$ cat src/rtl/rtl_bigreg_writer_pkg.sv
// Shared mem-map layout constants and the bigreg writer state type.
// The PS-side assembler is expected to reuse these IDs.
package rtl_bigreg_writer_pkg;

    function automatic int bigreg_samples(input int data_width, input int word_width);
        return data_width / word_width;
    endfunction

    localparam int WD_DATA_WIDTH        = 16;
    localparam int WD_BUS_WIDTH         = 32;
    localparam int MEM_MAP_SIZE         = 256;
    localparam int BUFF_TIMESTAMP_WIDTH = 32;
    localparam int BUFF_TIME_BASE_ID    = 27;
    localparam int BUFF_SAMPLES         = bigreg_samples(BUFF_TIMESTAMP_WIDTH, WD_DATA_WIDTH);
    localparam int BUFF_TIME_VALID_ID   = BUFF_TIME_BASE_ID + BUFF_SAMPLES;

    typedef enum logic [1:0] {
        ST_IDLE,
        ST_WRITE,
        ST_WRITE_VALID
    } writer_state_t;

endpackage

$ cat src/rtl/rtl_bigreg_writer.sv
// Publishes a wide value into consecutive mem-map entries, LS slice first,
// then marks it valid so the PS never observes a partially written value.
module rtl_bigreg_writer
    import rtl_bigreg_writer_pkg::*;
#(
    parameter int DATA_WIDTH       = BUFF_TIMESTAMP_WIDTH,
    parameter int WORD_WIDTH       = WD_DATA_WIDTH,
    parameter int BUS_WIDTH        = WD_BUS_WIDTH,
    parameter int MEM_SIZE         = MEM_MAP_SIZE,
    parameter int BASE_ID          = BUFF_TIME_BASE_ID,
    parameter int WAIT_FOR_CONSUME = 1,
    parameter int DROP_CNT_WIDTH   = 8,
    localparam int SAMPLES         = bigreg_samples(DATA_WIDTH, WORD_WIDTH),
    localparam int VALID_ID        = BASE_ID + SAMPLES,
    localparam int ID_WIDTH        = $clog2(MEM_SIZE)
) (
    input  logic                      clk,
    input  logic                      rst,
    input  logic [DATA_WIDTH-1:0]     data_in,
    input  logic                      data_valid_in,
    output logic                      data_ready_out,
    input  logic                      valid_pending_in,
    output logic                      wr_en_out,
    output logic [ID_WIDTH-1:0]       wr_id_out,
    output logic [BUS_WIDTH-1:0]      wr_data_out,
    input  logic                      wr_ack_in,
    output logic                      done_out,
    output logic [DROP_CNT_WIDTH-1:0] drop_cnt_out
);

    localparam int K_W = (SAMPLES > 1) ? $clog2(SAMPLES) : 1;
    localparam logic [K_W-1:0]      K_LAST     = K_W'(SAMPLES - 1);
    localparam logic [ID_WIDTH-1:0] BASE_ID_W  = ID_WIDTH'(BASE_ID);
    localparam logic [ID_WIDTH-1:0] VALID_ID_W = ID_WIDTH'(VALID_ID);

    if (DATA_WIDTH % WORD_WIDTH != 0) begin : g_chk_div
        $fatal(1, "DATA_WIDTH must be a multiple of WORD_WIDTH");
    end
    if (WORD_WIDTH > BUS_WIDTH) begin : g_chk_word
        $fatal(1, "WORD_WIDTH must not exceed BUS_WIDTH");
    end
    if (VALID_ID >= MEM_SIZE) begin : g_chk_id
        $fatal(1, "VALID_ID must lie inside the mem map");
    end

    function automatic logic [BUS_WIDTH-1:0] zext(input logic [WORD_WIDTH-1:0] w);
        logic [BUS_WIDTH-1:0] r;
        r = '0;
        r[WORD_WIDTH-1:0] = w;
        return r;
    endfunction

    writer_state_t         state;
    logic [K_W-1:0]        k;
    logic [DATA_WIDTH-1:0] data_q;
    logic [DATA_WIDTH-1:0] data_next;

    // The latched value shifts down one slice per ack, so the current slice is always at the bottom.
    assign data_next = data_q >> WORD_WIDTH;

    assign data_ready_out = !rst && (state == ST_IDLE)
                            && !((WAIT_FOR_CONSUME != 0) && valid_pending_in);

    always_ff @(posedge clk or posedge rst) begin
        if (rst) begin
            state        <= ST_IDLE;
            k            <= '0;
            data_q       <= '0;
            wr_en_out    <= 1'b0;
            wr_id_out    <= '0;
            wr_data_out  <= '0;
            done_out     <= 1'b0;
            drop_cnt_out <= '0;
        end else begin
            done_out <= 1'b0;
            if (data_valid_in && !data_ready_out && (drop_cnt_out != '1)) begin
                drop_cnt_out <= drop_cnt_out + 1'b1;
            end
            case (state)
                ST_IDLE: begin
                    if (data_valid_in && data_ready_out) begin
                        data_q      <= data_in;
                        k           <= '0;
                        state       <= ST_WRITE;
                        wr_en_out   <= 1'b1;
                        wr_id_out   <= BASE_ID_W;
                        wr_data_out <= zext(data_in[WORD_WIDTH-1:0]);
                    end
                end
                ST_WRITE: begin
                    if (wr_ack_in) begin
                        if (k == K_LAST) begin
                            state       <= ST_WRITE_VALID;
                            wr_id_out   <= VALID_ID_W;
                            wr_data_out <= BUS_WIDTH'(1);
                        end else begin
                            k           <= k + 1'b1;
                            data_q      <= data_next;
                            wr_id_out   <= wr_id_out + 1'b1;
                            wr_data_out <= zext(data_next[WORD_WIDTH-1:0]);
                        end
                    end
                end
                ST_WRITE_VALID: begin
                    if (wr_ack_in) begin
                        state       <= ST_IDLE;
                        wr_en_out   <= 1'b0;
                        wr_id_out   <= '0;
                        wr_data_out <= '0;
                        done_out    <= 1'b1;
                    end
                end
                default: begin
                    state     <= ST_IDLE;
                    wr_en_out <= 1'b0;
                end
            endcase
        end
    end

endmodule

$ cat config.mk
export PLATFORM = sky130hd
export DESIGN_NAME = rtl_bigreg_writer
export DESIGN_NICKNAME = d
export VERILOG_FILES = /design/src/rtl/rtl_bigreg_writer_pkg.sv /design/src/rtl/rtl_bigreg_writer.sv
export SDC_FILE = /design/constraint.sdc
export NUM_CORES = 1
export LEC_CHECK = 0
export CELL_PAD_IN_SITES_DETAIL_PLACEMENT = 1
export CELL_PAD_IN_SITES_GLOBAL_PLACEMENT = 1
export CORE_ASPECT_RATIO = 1.75
export CORE_MARGIN = 4
export CORE_UTILIZATION = 34
export DETAILED_ROUTE_END_ITERATION = 10
export GPL_TIMING_DRIVEN = 0
export PLACE_DENSITY_LB_ADDON = 0.1
export SETUP_SLACK_MARGIN = 0.5
export SLEW_MARGIN = 20
export SYNTH_ARGS = -nofsm -noshare
export SYNTH_HDL_FRONTEND = slang
export SYNTH_SLANG_ARGS = --single-unit
export TNS_END_PERCENT = 20
$ cat constraint.sdc
create_clock -name clk -period 2.1 [get_ports clk]
set_input_delay 0.42 -clock clk [delete_from_list [all_inputs] [get_ports clk]]
set_output_delay 0.42 -clock clk [all_outputs]
set_load 0.01 [all_outputs]
Word-level counts from Yosys, hierarchy flattened. Cells that the tools add are included.

Bits in registers: 85. Bits of input ports: 37. Output and inout bits: 51. Word-level logic and storage cells: 64.

$add $sub $neg: 3. Equal/unequal tests: 8. Multiplexer cells: 28. Bitwise operators: 1. Reductions and logical operators: 16.

Operator list (number): two-way mux 32 bit (6); case mux 32 bit (3 select lines) (1); case mux 32 bit (2 select lines) (1); two-way mux 8 bit (4); case mux 8 bit (3 select lines) (1); adder 8 x 1 -> 8 bit, second input constant (2); two-way mux 16 bit (1); AND reduction 4 bit (3); two-way mux 2 bit (4); inequality test 2 bit, second input constant (4); inequality test 8 bit, second input constant (1); two-way mux 1 bit (7); case mux 2 bit (3 select lines) (1); AND reduction 3 bit (2); logical AND 1 bit (5); logical NOT 1 bit (3); case mux 1 bit (3 select lines) (1); nonzero test 3 bit (1); equality test 2 x 1 -> 1 bit, second input constant (1); equality test 2 bit, second input constant (1); logical NOT 2 bit (1); inequality test 2 x 1 -> 1 bit, second input constant (1); case mux 1 bit (2 select lines) (1); nonzero test 2 bit (1); 2 further kinds (2).

Depth between registers and ports, before layout. Gate-level depths: netlist (run 1).

Depth in word-level cells: 6. Depth in mapped cells: 10. Depth with buffers taken out: 6.

Worst setup path after synthesis (run 1). No wires, ideal clock.

Path kind: register to register. Start: register state[1]. End: register wr_data_out[15]. Setup time: 0.073 ns. Data arrival time: 1.806 ns. Data required time: 2.027 ns. Slack: 0.221 ns. Cell stages (with the launch flop): 11. Path buffers: 4. Period minus slack after synthesis: 1.879 ns. Cells stage by stage: dfrtp_1 inv_1 ha_1 buf_2 nor2b_1 clkbuf_1 and2_1 buf_2 buf_2 a21oi_1 a21oi_2.

Longest elaborated chain between the ends: 6. Elaborated cells between the ends (all ways): 12. Classes of those cells: 5 x eq/ne; 1 x mux; 6 x reduce/logical.

RTL lines: start: declaration (RTL line rtl_bigreg_writer.sv:53) `writer_state_t state;`; start signal: assignment (RTL line rtl_bigreg_writer.sv:66) `state <= ST_IDLE;`; start signal: assignment (RTL line rtl_bigreg_writer.sv:84) `state <= ST_WRITE;`; start signal: assignment (RTL line rtl_bigreg_writer.sv:93) `state <= ST_WRITE_VALID;`; logical NOT 2 bit (RTL line rtl_bigreg_writer.sv:61, rtl_bigreg_writer.sv:79); logical AND 1 bit (RTL line rtl_bigreg_writer.sv:61) `assign data_ready_out = !rst && (state == ST_IDLE)`; logical AND 1 bit (RTL line rtl_bigreg_writer.sv:62) `&& !((WAIT_FOR_CONSUME != 0) && valid_pending_in);`; logical AND 1 bit (RTL line rtl_bigreg_writer.sv:81) `if (data_valid_in && data_ready_out) begin`; inequality test 2 x 1 -> 1 bit (no line); AND reduction 4 bit (no line); end signal: assignment (RTL line rtl_bigreg_writer.sv:87) `wr_data_out <= zext(data_in[WORD_WIDTH-1:0]);`; end signal: assignment (RTL line rtl_bigreg_writer.sv:100) `wr_data_out <= zext(data_next[WORD_WIDTH-1:0]);`; end: declaration (RTL line rtl_bigreg_writer.sv:25) `output logic [BUS_WIDTH-1:0] wr_data_out,`.

Parallel ways exist; a longest one is shown, timed or not. A chain may end at the register's enable or synchronous reset.

Final worst setup path (run 1).
Start: register state[0]. End: register wr_id_out[6].

Longest elaborated chain between the ends: 6. Elaborated cells between the ends (all ways): 12. Classes of those cells: 5 x eq/ne; 1 x mux; 6 x reduce/logical.

RTL lines: logical NOT 2 bit (RTL line rtl_bigreg_writer.sv:61, rtl_bigreg_writer.sv:79); logical AND 1 bit (RTL line rtl_bigreg_writer.sv:61); logical AND 1 bit (RTL line rtl_bigreg_writer.sv:62); logical AND 1 bit (RTL line rtl_bigreg_writer.sv:81); inequality test 2 x 1 -> 1 bit (no line); AND reduction 4 bit (no line); end signal: assignment (RTL line rtl_bigreg_writer.sv:99) `wr_id_out <= wr_id_out + 1'b1;`; end: declaration (RTL line rtl_bigreg_writer.sv:24) `output logic [ID_WIDTH-1:0] wr_id_out,`.

Parallel ways exist; a longest one is shown, timed or not.

==> impl_metrics.csv, run 1 <==
group,metric,value,unit
grt,grt_remaining_overflow,0,
detailed_routing,wl,9090,um
floorplanning,row_count,43,
detailed_routing,drc,0,
hold_path,min_path_type,"input port to asynchronous set/reset pin",
clock_tree,htree_levels,2,
setup_path,crit_required,2.29,ns
yosys,synth.most_common_cell,"dfrtp_1",
sta,clock_skew,0.00349,ns
grt,grt_max_degree,54,
setup_path,crit_start,"state[0]$_DFFE_PP0P_",
yosys,synth-seq-cells,53,
setup_path,critical_path.max_stage_delay,0.40,ns
cells_and_area,n_fill_cell,909,
detailed_routing,drt_pass1_iterations,5,
yosys,synth_area_leaders,"dfrtp_1 48%, a21oi_1 6.3%, nand2_1 6.1%",
placement,gp_congestion,0.746,
yosys,synth_cell_type_count,45,
status,status,"complete, no violations",
placement,port_buffers,71,
clock_tree,cts_buffer_depth,2,
yosys,synth_xor_area_frac,0.0157,
sta,slew_headroom,0.540,
placement,dp.cells,481,
yosys,netlist_instances,305,
setup_path,crit_path_frequent_cell,"buf_6",
setup_path,path_class,"flip-flop to flip-flop",
power,vdd_drop_max,0.613,mV
floorplanning,ios,88,
setup_path,cpLargestDelayFamily,"compound AO/OA/AOI/OAI gates",
cells_and_area,drive_above_1_share,0.295,
setup_path,path_max_fanout,4,
sta,setup_violations,0,
yosys,synth_top_cell_area_share,0.476,
cells_and_area,areaGrowthSynthToFinish,58.3,%
detailed_routing,vias,2617,
power,powerDensity,1570,nW/um^2
setup_path,path_cells,"buf_6, ha_4, buf_6, o21ba_4, a211oi_4, buf_6, buf_12, o21ai_2, a32o_1",
setup_path,worstSetupEndpointType,"flip-flop",
setup_path,worst_r2r_path_depth,9,
sta,rsz0062_at_grt,"true",
setup_path,slowest_stage,"dfrtp_1",
flow_run,cap_violations,0,
floorplanning,initial_core_util,0.350,
detailed_routing,vias_per_cell,5.09,
yosys,ys_warn_count,0,
grt,grt_pass1_vias,2863,
cells_and_area,nNetsFinal,466,
cells_and_area,final_cells,514,
clock_tree,numCtsBuffers,5,
floorplanning,fp.dieArea,9760,um^2
sta,setup_tns,0,ns
yosys,synth_mux_area_frac,0.00404,
cells_and_area,seq_area,1330,um^2
clock_tree,cts_sinks,53,
setup_path,cp_data_arrival_time,2.07,ns
power,leakagePower,0.00198,uW
sta,fin_crit,1.88,ns
placement,dp_hpwl,5930,um
sta,fin_crit_sh,0.897,
yosys,synth_edf_count,0,
clock_tree,clkTransAtPathRegs,0.07,ns
grt,antenna_found_initial,0,
yosys,yosys_most_used_dff,"dfrtp_1",
detailed_routing,drt_iter0_drc,117,
detailed_routing,detail-route-antenna-nets,0,
yosys,synth_top_family_by_area,"simple AND/OR/NAND/NOR gates",
clock_tree,cts_hold_buf,0,
setup_path,reg2reg_from,"state[0]$_DFFE_PP0P_",
cells_and_area,final_util,0.554,
yosys,async_flop_share,1.00,
sta,final_hold_viol_count,0,
placement,placed_area,3760,um^2
yosys,synth.yosys.seq_area_share,0.476,
yosys,synthAdderAreaFrac,0.0270,
yosys,syn_area_per_cell,9.13,um^2
yosys,synth_compound_area_frac,0.145,
sta,drv_slew,0,
cells_and_area,diodes,0,
grt,grtUsageTotal,0.186,
sta,fmax,531,MHz
setup_path,cp.buffers_inverters,4,
yosys,yosys.area.top_type,"dfrtp_1",
clock_tree,clock_latency,0.30,ns
clock_tree,cts_tree,"yes",
detailed_routing,wire_per_inst,17.7,um
floorplanning,die_w,76.4,um
yosys,synth_commonest_cells,"53 x dfrtp_1, 45 x nand2_1, 35 x a21oi_1",
grt,grt_pass1_wl,14400,um
yosys,synth-simple-area-share,0.243,
floorplanning,core-area,7960,um^2
setup_path,path_depth,9,
yosys,synth_area,2790,um^2
floorplanning,die_y,128,um
cells_and_area,stdcell_area,4410,um^2
cells_and_area,multi_input_area,1490,um^2
setup_path,critPathLaunchType,"flip-flop",
sta,tightest_slew,0.691,ns
clock_tree,root_buffer,"clkbuf_16",
[per-stage QoR]
stage | hold WS (ns) | setup slack (ns) | total power, uW
after floorplan | 0.439 | 0.359 | 3650
after global placement | 0.450 | -0.885 | 4800
after detailed placement | 0.463 | -0.557 | 4880
after CTS | 0.444 | 0.221 | 6640
after global routing | 0.362 | 0.153 | 7390
final | 0.301 | 0.217 | 6900
[power by group]
part	internal [uW]	total [uW]	switching (uW)	leakage, uW
combinational	2210	4220	2010	0.00126
sequential	1460	1860	394	0.000651
clock	440	824	384	0.0000706
[cell usage in the layout, fill, tap and decap left out, types with 5 or more instances in the layout]
cell type        instances
a21oi_1                 25
a21oi_2                 18
buf_12                   5
buf_4                   31
buf_6                    8
clkbuf_16                7
clkdlybuf4s50_1         67
conb_1                  16
dfrtp_1                 53
nand2_1                 35
nand2_2                 10
nand3_1                  5
nand4_1                 18
nor2_1                  16
nor2b_1                 19
[routing by layer]
metal / GRT usage / wire, um / vias to the layer above
met1: 0.196 / 3370 / 1296
met3: 0.0316 / 339 / 11
li1: - / - / 1252
met4: 0.0790 / 156 / 0
met5: 0 / 0 / -
met2: 0.359 / 5220 / 58
[final timing paths]
check | endpoint | slack [ns]
setup / recovery | wr_id_out[6]$_DFFE_PP0P_ | 0.22
hold / removal | wr_en_out$_DFFE_PP0P_ | 0.30
setup reg to reg | wr_id_out[6]$_DFFE_PP0P_ | 0.22
hold reg to reg | data_q[29]$_DFFE_PP0P_ | 0.48
max in group asynchronous | wr_id_out[7]$_DFFE_PP0P_ | 1.35
min in group clk | data_q[29]$_DFFE_PP0P_ | 0.48
[repair_timing]
action | in CTS | in global routing
pin swaps | 17 | 5
gates resized for setup | 60 | 20
gates cloned | 3 | 1
setup endpoints to repair | 84 | 84
setup buffers | 18 | 3
[area by class of cell]
cell class,count,area share
flip-flops and latches,53,0.301
inverters,7,0.00681
clock inverters,2,0.00227
clock buffers,6,0.0292
repair buffers,96,0.223
well taps,90,0.0255
multi-input cells,225,0.337
plain buffers,35,0.0755
[cell families after synthesis]
logic type | count (synthesis)
mux | 1
flops | 53
buf+inv | 42
compound gates | 64
other cells | 1
xor+xnor | 5
fa+ha+maj | 6
simple gates | 133
[sequential cells by signal, indices dropped and copies added, names as in the netlist]
| signal | count |
|---|---|
| wr_en_out | 1 |
| wr_id_out | 8 |
| drop_cnt_out | 8 |
| wr_data_out | 16 |
| k | 1 |
| data_q | 16 |
| state | 2 |
| done_out | 1 |
Power figures use the tool's default switching activity.
==> run 2, diff against run 1 <==
--- a/config.mk
+++ b/config.mk
@@ -14,7 +14,6 @@
 export GPL_TIMING_DRIVEN = 0
 export PLACE_DENSITY_LB_ADDON = 0.1
 export SETUP_SLACK_MARGIN = 0.5
-export SLEW_MARGIN = 20
 export SYNTH_ARGS = -nofsm -noshare
 export SYNTH_HDL_FRONTEND = slang
 export SYNTH_SLANG_ARGS = --single-unit
==> run 2 against run 1 <==
Setup slack better by 0.043 ns. Via count up 0.99%. Non-clock buffer count up 3. Largest power group unchanged. Highest routed layer unchanged.
==> impl_metrics.csv, run 2 (synthesis results as in run 1) <==
group,metric,value,unit
hold_path,min_path_type,"input port to asynchronous set/reset pin",
sta,clock_skew,0.00503,ns
cells_and_area,largest_registers,"data_q x16, wr_data_out x16",
clock_tree,htree_levels,2,
sta,setup_violations,0,
clock_tree,cts_buffer_depth,2,
setup_path,path_max_fanout,5,
floorplanning,row_count,43,
floorplanning,initial_core_util,0.350,
power,powerDensity,1540,nW/um^2
sta,fin_crit,1.84,ns
clock_tree,cts_sinks,53,
sta,rsz0062_at_grt,"true",
power,vdd_drop_max,0.598,mV
sta,setup_ws,0.259,ns
setup_path,crit_required,2.29,ns
floorplanning,core-area,7960,um^2
clock_tree,clkTransAtPathRegs,0.07,ns
detailed_routing,wire_per_inst,17.5,um
flow_run,cap_violations,0,
setup_path,cp_data_arrival_time,2.03,ns
detailed_routing,drc,0,
detailed_routing,vias,2643,
clock_tree,clock_latency,0.30,ns
floorplanning,ios,88,
sta,tightest_slew,0.557,ns
cells_and_area,stdcell_area,4450,um^2
grt,antenna_found_initial,0,
detailed_routing,wl,9040,um
placement,port_buffers,71,
detailed_routing,detail-route-antenna-nets,0,
grt,grt_pass1_vias,2782,
floorplanning,die_y,128,um
placement,dp_hpwl,5990,um
power,p_total,6830,uW
floorplanning,fp.dieArea,9760,um^2
clock_tree,cts_tree,"yes",
sta,drv_slew,0,
cells_and_area,final_common_cell,"clkdlybuf4s50_1",
setup_path,path_class,"flip-flop to flip-flop",
sta,slew_headroom,0.627,
cells_and_area,nNetsFinal,469,
floorplanning,die_w,76.4,um
setup_path,critPathLaunchType,"flip-flop",
clock_tree,numCtsBuffers,5,
status,status,"complete, no violations",
grt,grt_remaining_overflow,0,
sta,fmax,543,MHz
placement,gp_congestion,0.746,
cells_and_area,drive_above_1_share,0.290,
placement,placed_area,3780,um^2
grt,grt_max_degree,31,
clock_tree,cts_hold_buf,0,
cells_and_area,layout_common_cells,"67 x clkdlybuf4s50_1, 53 x dfrtp_1, 36 x nand2_1",
clock_tree,root_buffer,"clkbuf_16",
detailed_routing,vias_per_cell,5.11,
grt,grt_pass1_wl,13800,um
setup_path,worstSetupEndpointType,"flip-flop",
sta,final_hold_viol_count,0,
detailed_routing,drt_pass1_iterations,4,
grt,grtUsageTotal,0.177,
sta,fin_crit_sh,0.876,
cells_and_area,areaGrowthSynthToFinish,59.7,%
placement,dp_slack,-0.454,ns
cells_and_area,diodes,0,
detailed_routing,drt_iter0_drc,72,
power,leakagePower,0.00201,uW
## run 2: cell count changes in the layout (fill, tap and decap cells not counted), sizes merged
cell	change
clkbuf	+3
## run 2: worst max-delay path: stages (launching register included)
cell	delay, ns
dfrtp_1	0.40
buf_6	0.12
ha_2	0.17
buf_6	0.12
nor2b_1	0.12
buf_4	0.14
and2_4	0.17
buf_12	0.13
buf_12	0.13
a32o_1	0.23
## run 2: worst paths after layout
path / from / to / slack, ns / cells past startpoint
max reg2reg: state[0]$_DFFE_PP0P_ / wr_id_out[5]$_DFFE_PP0P_ / 0.26 / 9
min in group clk: data_q[30]$_DFFE_PP0P_ / data_q[30]$_DFFE_PP0P_ / 0.47 / 2
max in group asynchronous: rst / wr_data_out[15]$_DFFE_PP0P_ / 1.32 / 3
min reg2reg: data_q[30]$_DFFE_PP0P_ / data_q[30]$_DFFE_PP0P_ / 0.47 / 2
max: state[0]$_DFFE_PP0P_ / wr_id_out[5]$_DFFE_PP0P_ / 0.26 / 9
min: rst / drop_cnt_out[3]$_DFFE_PP0P_ / 0.22 / 2
## run 2: repair_timing
action	in CTS	in global routing
resized for setup	43	35
gates cloned	1	4
setup buffers	18	4
pin swaps	5	8
endpoints found under the setup margin	83	85
## run 2: layout make-up
| cell class | instances | area [um^2] |
|---|---|---|
| Inverter | 7 | 26.3 |
| Buffer | 35 | 335 |
| Multi-Input combinational cell | 225 | 1480 |
| Timing Repair Buffer | 99 | 1030 |
| Tap cell | 90 | 113 |
| Sequential cell | 53 | 1330 |
| Clock buffer | 6 | 129 |
| Fill cell | 911 | 3510 |
| Clock inverter | 2 | 10.0 |
## run 2: layer usage
layer	wire, um	up-vias	share of wire	GRT usage
met1	3280	1296	0.36	0.190
met2	5120	73	0.57	0.334
li1	-	1256	-	-
met4	267	0	0.030	0.0694
met5	0	-	0	0
met3	372	18	0.041	0.0394
## run 2: through the flow
| step | setup TNS [ns] | hold slack (ns) | utilization | std cells |
|---|---|---|---|---|
| floorplan | 0 | 0.439 | - | 320 |
| global placement | -58.18 | 0.450 | 0.473 | 481 |
| CTS | 0 | 0.409 | 0.529 | 509 |
| detailed placement | -12.83 | 0.459 | 0.475 | 482 |
| finish | 0 | 0.220 | 0.559 | 517 |
| global route | 0 | 0.265 | 0.559 | 517 |
## run 2: power by group
part / total (uW) / internal (uW) / switching (uW)
Combinational: 4150 / 2190 / 1970
Sequential: 1860 / 1460 / 395
Clock: 818 / 439 / 379
Total: 6830 / 4090 / 2740
==> run 3, diff against run 2 <==
--- a/config.mk
+++ b/config.mk
@@ -8,8 +8,9 @@
 export CELL_PAD_IN_SITES_DETAIL_PLACEMENT = 1
 export CELL_PAD_IN_SITES_GLOBAL_PLACEMENT = 1
 export CORE_ASPECT_RATIO = 1.75
-export CORE_MARGIN = 4
+export CORE_MARGIN = 2
 export CORE_UTILIZATION = 34
+export CTS_CLUSTER_DIAMETER = 200
 export DETAILED_ROUTE_END_ITERATION = 10
 export GPL_TIMING_DRIVEN = 0
 export PLACE_DENSITY_LB_ADDON = 0.1
==> run 3 against run 2 <==
Maximum frequency shrank 0.59%. Sequential power about the same. Utilization down 1.2 points. Total power shrank 2.5%. Non-clock buffer count decreased by 7. Sequential share of layout area rose by 0.63 points. Clock skew increased by 0.0014 ns. Setup slack lost 0.011 ns. Global-route usage grew 1.1 points. Via count fell by 0.91%. Die area down 8.2%. Largest power group unchanged.
==> impl_metrics.csv, run 3 (synthesis results as in run 1) <==
group,metric,value,unit
detailed_routing,vias_per_cell,5.15,
setup_path,cpLargestDelayFamily,"flip-flops",
sta,fin_crit_sh,0.882,
cells_and_area,areaGrowthSynthToFinish,56.4,%
placement,gp_congestion,0.796,
setup_path,path_max_fanout,3,
cells_and_area,largest_registers,"data_q x16, wr_data_out x16",
sta,drv_slew,0,
floorplanning,core-area,7960,um^2
detailed_routing,wl_met2,5150,um
clock_tree,clkTransAtPathRegs,0.07,ns
sta,final_hold_viol_count,0,
flow_run,cap_violations,0,
setup_path,critical_path.max_stage_delay,0.39,ns
clock_tree,numCtsBuffers,5,
floorplanning,initial_core_util,0.350,
clock_tree,clock_latency,0.30,ns
setup_path,path_cells,"inv_2, ha_4, buf_8, nor3b_4, buf_2",
clock_tree,cts_buffer_depth,2,
sta,fmax,540,MHz
detailed_routing,wire_per_inst,17.4,um
power,leakagePower,0.00197,uW
cells_and_area,diodes,0,
hold_path,min_path_type,"input port to asynchronous set/reset pin",
sta,rsz0062_at_grt,"true",
clock_tree,root_buffer,"clkbuf_16",
cells_and_area,nNetsFinal,462,
setup_path,cp.buffers_inverters,3,
sta,fin_crit,1.85,ns
power,powerDensity,1530,nW/um^2
floorplanning,die_w,72.4,um
cells_and_area,final_common_cell,"clkdlybuf4s50_1",
placement,dp_hpwl,5690,um
setup_path,critPathLaunchType,"flip-flop",
cells_and_area,layout_common_cells,"67 x clkdlybuf4s50_1, 53 x dfrtp_1, 45 x nand2_1",
floorplanning,row_count,43,
grt,grt_max_degree,29,
placement,port_buffers,71,
detailed_routing,detail-route-antenna-nets,0,
sta,setup_violations,0,
detailed_routing,drc,0,
sta,hold_ws,0.248,ns
clock_tree,cts_tree,"yes",
clock_tree,cts_hold_buf,0,
power,p_total,6660,uW
setup_path,path_class,"flip-flop to primary output",
cells_and_area,drive_above_1_share,0.248,
grt,grt_remaining_overflow,0,
setup_path,crit_required,1.68,ns
detailed_routing,dr_wl_met3,384,um
clock_tree,htree_levels,2,
setup_path,slowest_stage,"dfrtp_1",
setup_path,cp_data_arrival_time,1.43,ns
cells_and_area,n_fill_cell,927,
floorplanning,ios,88,
clock_tree,cts_sinks,53,
detailed_routing,m1WireLength,3200,um
floorplanning,die_y,124,um
sta,clock_skew,0.00638,ns
sta,tightest_slew,0.593,ns
detailed_routing,vias,2619,
grt,grt_pass1_vias,2636,
setup_path,worstSetupEndpointType,"primary output",
sta,slew_headroom,0.604,
detailed_routing,highest-signal-layer,"met4",
grt,grt_pass1_wl,12900,um
grt,antenna_found_initial,0,
power,vdd_drop_max,0.576,mV
detailed_routing,wl,8870,um
detailed_routing,drt_pass1_iterations,4,
floorplanning,fp.dieArea,8960,um^2
status,status,"complete, no violations",
detailed_routing,drt_iter0_drc,79,
grt,grtUsageTotal,0.188,
run 3: routing by layer:
layer | GRT usage | up-vias
li1 | - | 1235
met1 | 0.199 | 1304
met2 | 0.361 | 69
met3 | 0.0340 | 11
met4 | 0.0729 | 0
met5 | 0 | -
run 3: through the flow:
| stage | setup WS, ns | utilization | std cells | setup TNS (ns) | instance area, um^2 |
|---|---|---|---|---|---|
| 3_5_place_dp | -0.517 | 0.475 | 482 | -14.05 | 3780 |
| 5_1_grt | 0.196 | 0.547 | 509 | 0 | 4360 |
| 6_report | 0.249 | 0.547 | 509 | 0 | 4360 |
| 4_1_cts | 0.236 | 0.526 | 503 | 0 | 4190 |
| 2_1_floorplan | 0.359 | - | 320 | 0 | 2940 |
| 3_3_place_gp | -0.894 | 0.473 | 481 | -59.24 | 3760 |
run 3: final timing paths:
check | slack, ns | from | end | cells past startpoint
max | 0.25 | state[1]$_DFFE_PP0P_ | data_ready_out | 5
min | 0.25 | rst | drop_cnt_out[2]$_DFFE_PP0P_ | 2
max reg2reg | 0.26 | state[1]$_DFFE_PP0P_ | wr_id_out[6]$_DFFE_PP0P_ | 7
min reg2reg | 0.47 | data_q[26]$_DFFE_PP0P_ | data_q[26]$_DFFE_PP0P_ | 2
max in group asynchronous | 1.28 | rst | wr_id_out[0]$_DFFE_PP0P_ | 3
min in group clk | 0.47 | data_q[26]$_DFFE_PP0P_ | data_q[26]$_DFFE_PP0P_ | 2
run 3: layout make-up:
| class | instances | area (um^2) | share of cell area |
|---|---|---|---|
| well taps | 90 | 113 | 0.0259 |
| clock buffers | 5 | 125 | 0.0287 |
| inverters | 7 | 27.5 | 0.00632 |
| flip-flops and latches | 53 | 1330 | 0.305 |
| plain buffers | 35 | 344 | 0.0790 |
| multi-input cells | 225 | 1430 | 0.328 |
| clock inverters | 2 | 35.0 | 0.00804 |
| repair buffers | 92 | 956 | 0.219 |
run 3: power breakdown:
part	leakage, uW	internal, uW	switching [uW]
clock network	0.0000797	555	383
logic	0.00124	2000	1890
registers	0.000651	1460	374
run 3: worst reg2reg max path, delay by kind of cell (launching register included):
| family | cells | cell delay [ns] |
|---|---|---|
| buffers and inverters | 2 | 0.36 |
| DFF | 1 | 0.39 |
| AOI/OAI and AO/OA | 4 | 0.76 |
| adders and majority gates | 1 | 0.21 |
run 3: timing repair:
item / in CTS / in global routing
resized for setup: 46 / 17
setup endpoints to repair: 80 / 84
setup buffers: 13 / 2
pin swaps: 6 / 3
gates cloned: 1 / 4
